**src/rtl/fetch_unit.sv**
```systemverilog
// Instruction fetch / PC stage with 16-entry jump-target LUT and start/done handshake.
// Optional cycle counter on output cycle_count when FETCH_CYCLE_CNT_EN is defined.
module fetch_unit #(
    parameter int          PC_W         = 10,
    parameter int          PROG_LEN     = 1024,
    parameter logic [8:0]  HALT_INSTR   = 9'h1FF,
    parameter logic [8:0]  BUBBLE_INSTR = 9'h000
) (
    input  logic            clk,
    input  logic            reset,
    input  logic            start,
    input  logic            lut_wr_en,
    input  logic [3:0]      lut_wr_addr,
    input  logic [PC_W-1:0] lut_wr_data,
    input  logic [8:0]      rom_instr,
    input  logic            pc_jmp_en,
    input  logic [3:0]      LutPointer,
    output logic [PC_W-1:0] prog_ctr,
    output logic [8:0]      instr,
    output logic            running,
    output logic            done
`ifdef FETCH_CYCLE_CNT_EN
    ,
    output logic [15:0]     cycle_count
`endif
);

    typedef enum logic [1:0] {
        IDLE,
        RUN,
        DONE
    } state_t;

    localparam logic [PC_W-1:0] LAST_PC = PC_W'(PROG_LEN - 1);

    state_t          state;
    logic [PC_W-1:0] lut [16];
    logic [PC_W-1:0] jmp_tgt;
    logic            tgt_ok;

    assign jmp_tgt = lut[LutPointer];
    assign tgt_ok  = (jmp_tgt <= LAST_PC);

    assign running = (state == RUN);
    assign done    = (state == DONE);
    assign instr   = (state == RUN) ? rom_instr : BUBBLE_INSTR;

    // Halt beats jump, jump beats end-of-program, so a jump at LAST_PC is honoured.
    always_ff @(posedge clk) begin
        if (reset) begin
            state    <= IDLE;
            prog_ctr <= '0;
            for (int i = 0; i < 16; i++) begin
                lut[i] <= '0;
            end
        end else begin
            case (state)
                IDLE: begin
                    if (lut_wr_en) begin
                        lut[lut_wr_addr] <= lut_wr_data;
                    end
                    if (start) begin
                        state    <= RUN;
                        prog_ctr <= '0;
                    end
                end
                RUN: begin
                    if (rom_instr == HALT_INSTR) begin
                        state <= DONE;
                    end else if (pc_jmp_en) begin
                        if (tgt_ok) begin
                            prog_ctr <= jmp_tgt;
                        end else begin
                            state <= DONE;
                        end
                    end else if (prog_ctr == LAST_PC) begin
                        state <= DONE;
                    end else begin
                        prog_ctr <= prog_ctr + 1'b1;
                    end
                end
                DONE: begin
                    if (start) begin
                        state    <= RUN;
                        prog_ctr <= '0;
                    end
                end
                default: state <= IDLE;
            endcase
        end
    end

`ifdef FETCH_CYCLE_CNT_EN
    always_ff @(posedge clk) begin
        if (reset) begin
            cycle_count <= '0;
        end else if (state != RUN && start) begin
            cycle_count <= '0;
        end else if (state == RUN && cycle_count != 16'hFFFF) begin
            cycle_count <= cycle_count + 16'd1;
        end
    end
`endif

endmodule

```
**config.mk**
```make
export PLATFORM = sky130hd
export DESIGN_NAME = fetch_unit
export DESIGN_NICKNAME = d
export VERILOG_FILES = /design/src/rtl/fetch_unit.sv
export SDC_FILE = /design/constraint.sdc
export NUM_CORES = 1
export LEC_CHECK = 0
export BUFFER_PORTS_ARGS = -buffer_cell sky130_fd_sc_hd__buf_2
export CAP_MARGIN = 20
export CORE_ASPECT_RATIO = 0.9
export CORE_MARGIN = 2
export CORE_UTILIZATION = 45
export DETAILED_ROUTE_END_ITERATION = 6
export GPL_TIMING_DRIVEN = 0
export PLACE_DENSITY = 0.61
export SLEW_MARGIN = 20
export SYNTH_ARGS = -nofsm -noshare
export SYNTH_HDL_FRONTEND = slang
export SYNTH_SLANG_ARGS = --single-unit
export TNS_END_PERCENT = 10
```
**constraint.sdc**
```tcl
create_clock -name clk -period 3.8 [get_ports clk]
set_input_delay 0.19 -clock clk [delete_from_list [all_inputs] [get_ports clk]]
set_output_delay 0.19 -clock clk [all_outputs]
set_load 0.005 [all_outputs]
```
==> flow_summary.yaml <==
outcome:
  status: "finished, final reports clean"
clocking:
  cts_resized: 0
  cts_buffers: 17
  holdBufCountCts: 0
  clkLatencyLatePin_ns: 0.44
  cts_buffer_depth: 2
  cts_sinks: 172
  htreeDepth: 4
  tritoncts: "done"
  post-cts-setup-buffers: 0
  cts.root.buffer_cell: "clkbuf_16"
  clk_pin_slew_ns: 0.07
timing:
  setup_viol: 0
  fin_setup_tns_ns: 0
  finalHoldViolCount: 0
  fmax_mhz: 432
  worst_clock_skew_ns: 0.0101
  tightest_slew_ns: 0.839
  post-route-period-util: 0.609
  rsz0062_at_grt: "false"
  period_needed_ns: 2.32
  slew_viol_final: 0
  slew_headroom: 0.440
placed_design:
  gp_congestion: 0.885
  portBuffers: 48
  placed_area_um2: 8720
  dp_hpwl_um: 13900
critical_path:
  cp_num_cells: 6
  worst_setup_path_start_kind: "flip-flop"
  crit_buf_inv: 1
  crit_fanout: 10
  crit_type: "flip-flop to flip-flop"
  worstPathArrival_ns: 2.62
  crit_path_cell_trace: "nor4b_2, nor2b_1, nand2_1, nor3_1, clkbuf_1, and2_1"
  crit_path_start: "state[1]"
  timing.rr.end: "lut[8][2]"
  r2r_cells: 6
  r2r_start: "state[1]"
  slowest_stage: "nor4b_2"
  cp-endpoint: "lut[8][2]"
  endpoint_kind: "flip-flop"
  slowest_delay_ns: 0.62
  critPathTopFamily: "simple AND/OR/NAND/NOR gates"
  cp_data_required_time_ns: 4.11
  r2r_setup_slack_ns: 1.48
synthesis:
  synth-main-ff-cell: "edfxtp_1"
  synthArstFlopShare: 0
  yosysUniqueCellTypes: 47
  yosysWarnings: 0
  syn_area_um2: 8180
  ys_seq_area_frac: 0.617
  synth-edff-count: 160
  syn_area_per_cell_um2: 14.3
  ys_seq_elements: 172
  syn-instance-count: 571
  syn_nets: 604
global_routing:
  grt.overflow.total: 0
  grt_max_degree: 17
  grtUsageTotal: 0.220
  grt_pass1_vias: 5017
  grt_first_pass_wirelength_um: 30600
  antenna_found_initial: 0
detailed_routing:
  antenna_left: 0
  via_count: 4977
  drcViolationCount: 0
  first_iter_violations: 326
  wire_per_inst_um: 23.0
  firstDrtPassIters: 4
  via_per_inst: 5.59
  wl_um: 20500
pwr:
  vdd_drop_max_mv: 0.289
  power_switching_w: 0.000960
  p_int_w: 0.00330
  seqPwrFrac: 0.508
  p_clk_frac: 0.410
  leakage_nw: 3.46
  switching_share: 0.225
  p_per_area_nw_per_um2: 458
  power_frac_comb: 0.082
floorplan:
  dieArea_um2: 19300
  die_x_um: 146
  rows: 46
  die_y_um: 132
  core_area_um2: 17700
  io_pins: 53
  initial_core_util: 0.461
layout:
  fin_nets: 671
  drive_gt1_frac: 0.226
  utilization: 0.525
  nFillCells: 1524
  mostFrequentLayoutCell: "and2_1"
  syn_to_final_growth_pct: 13.8
  final_cell_mix: "and2_1, edfxtp_1, buf_2"
  stdcell_area_um2: 9310
  diodes: 0
run:
  cap_violations: 0
min_path:
  hold_class: "primary input to flip-flop"
[metrics by stage]
stage	setup WS [ns]	std cells	hold WS (ns)	power [W]
floorplan	1.90	571	0.388	0.00240
detailed placement	1.29	859	0.506	0.00255
finish	1.48	891	0.0861	0.00426
CTS	1.27	891	0.0800	0.00427
global placement	1.35	859	0.500	0.00254
global route	1.34	891	0.105	0.00438
[tightest hold or removal path, stage by stage]
cell and delay [ns]:
buf_2 0.11, inv_1 0.04, a22oi_1 0.07, nor2_1 0.07
[logic make-up (layout without fill, tap and decap cells)]
logic type | Yosys count | after routing | share of synthesized area
fa+ha+maj | 1 | 1 | 0.00153
xor+xnor | 3 | 3 | 0.00321
simple gates | 256 | 256 | 0.186
compound gates | 35 | 35 | 0.0306
flops | 172 | 172 | 0.617
buf+inv | 48 | 128 | 0.0283
mux | 56 | 56 | 0.133
[synth_stat cells, types with 5 or more instances]
cell / number / area share
nand2b_1: 5 / 0.0038
and2_1: 169 / 0.13
edfxtp_1: 160 / 0.59
nor2b_1: 6 / 0.0046
a21oi_1: 6 / 0.0037
o31ai_1: 5 / 0.0046
clkbuf_1: 33 / 0.015
dfxtp_1: 12 / 0.029
or2_2: 16 / 0.012
mux2i_1: 14 / 0.017
nand2_1: 10 / 0.0046
nor3_1: 6 / 0.0037
nand3_1: 7 / 0.0043
mux4_2: 41 / 0.11
nor2_1: 23 / 0.011
buf_4: 6 / 0.0055
[registers in the layout (all words and copies together) (netlist names)]
| signal | cells |
|---|---|
| state | 2 |
| prog_ctr | 10 |
| lut | 160 |
[worst min-delay path by stage]
| stage | from | end | cells past startpoint |
|---|---|---|---|
| 2_1_floorplan | lut_wr_data[9] | lut[0][9] | 1 |
| 5_1_grt | start | state[1] | 4 |
| 6_report | start | state[1] | 4 |
| 3_3_place_gp | prog_ctr[7] | prog_ctr[7] | 1 |
| 3_5_place_dp | prog_ctr[6] | prog_ctr[6] | 1 |
| 4_1_cts | start | state[1] | 4 |
[per-layer routing]
layer / vias up / track usage / part of all wire
li1: 2230 / - / -
met1: 2536 / 0.308 / 0.45
met2: 181 / 0.334 / 0.45
met3: 30 / 0.0550 / 0.065
met4: 0 / 0.0890 / 0.035
met5: - / 0 / 0
[layout make-up]
cell class / count / area [um^2] / share of cell area
buffer: 47 / 228 / 0.0245
clock buffer: 19 / 433 / 0.0465
clock inverter: 13 / 150 / 0.0161
inverter: 1 / 3.75 / 0.000403
multi-input combinational: 351 / 2910 / 0.312
sequential: 172 / 5040 / 0.542
tap: 240 / 300 / 0.0323
timing repair buffer: 48 / 240 / 0.0258
[power by group through the flow]
stage          combinational, W  sequential, W  clock [W]
2_1_floorplan          0.000210        0.00219          0
3_3_place_gp           0.000344        0.00220          0
3_5_place_dp           0.000348        0.00220          0
4_1_cts                0.000349        0.00216    0.00176
5_1_grt                0.000373        0.00217    0.00184
6_report               0.000348        0.00216    0.00175
Note: power is estimated with default switching activity, not from simulation.
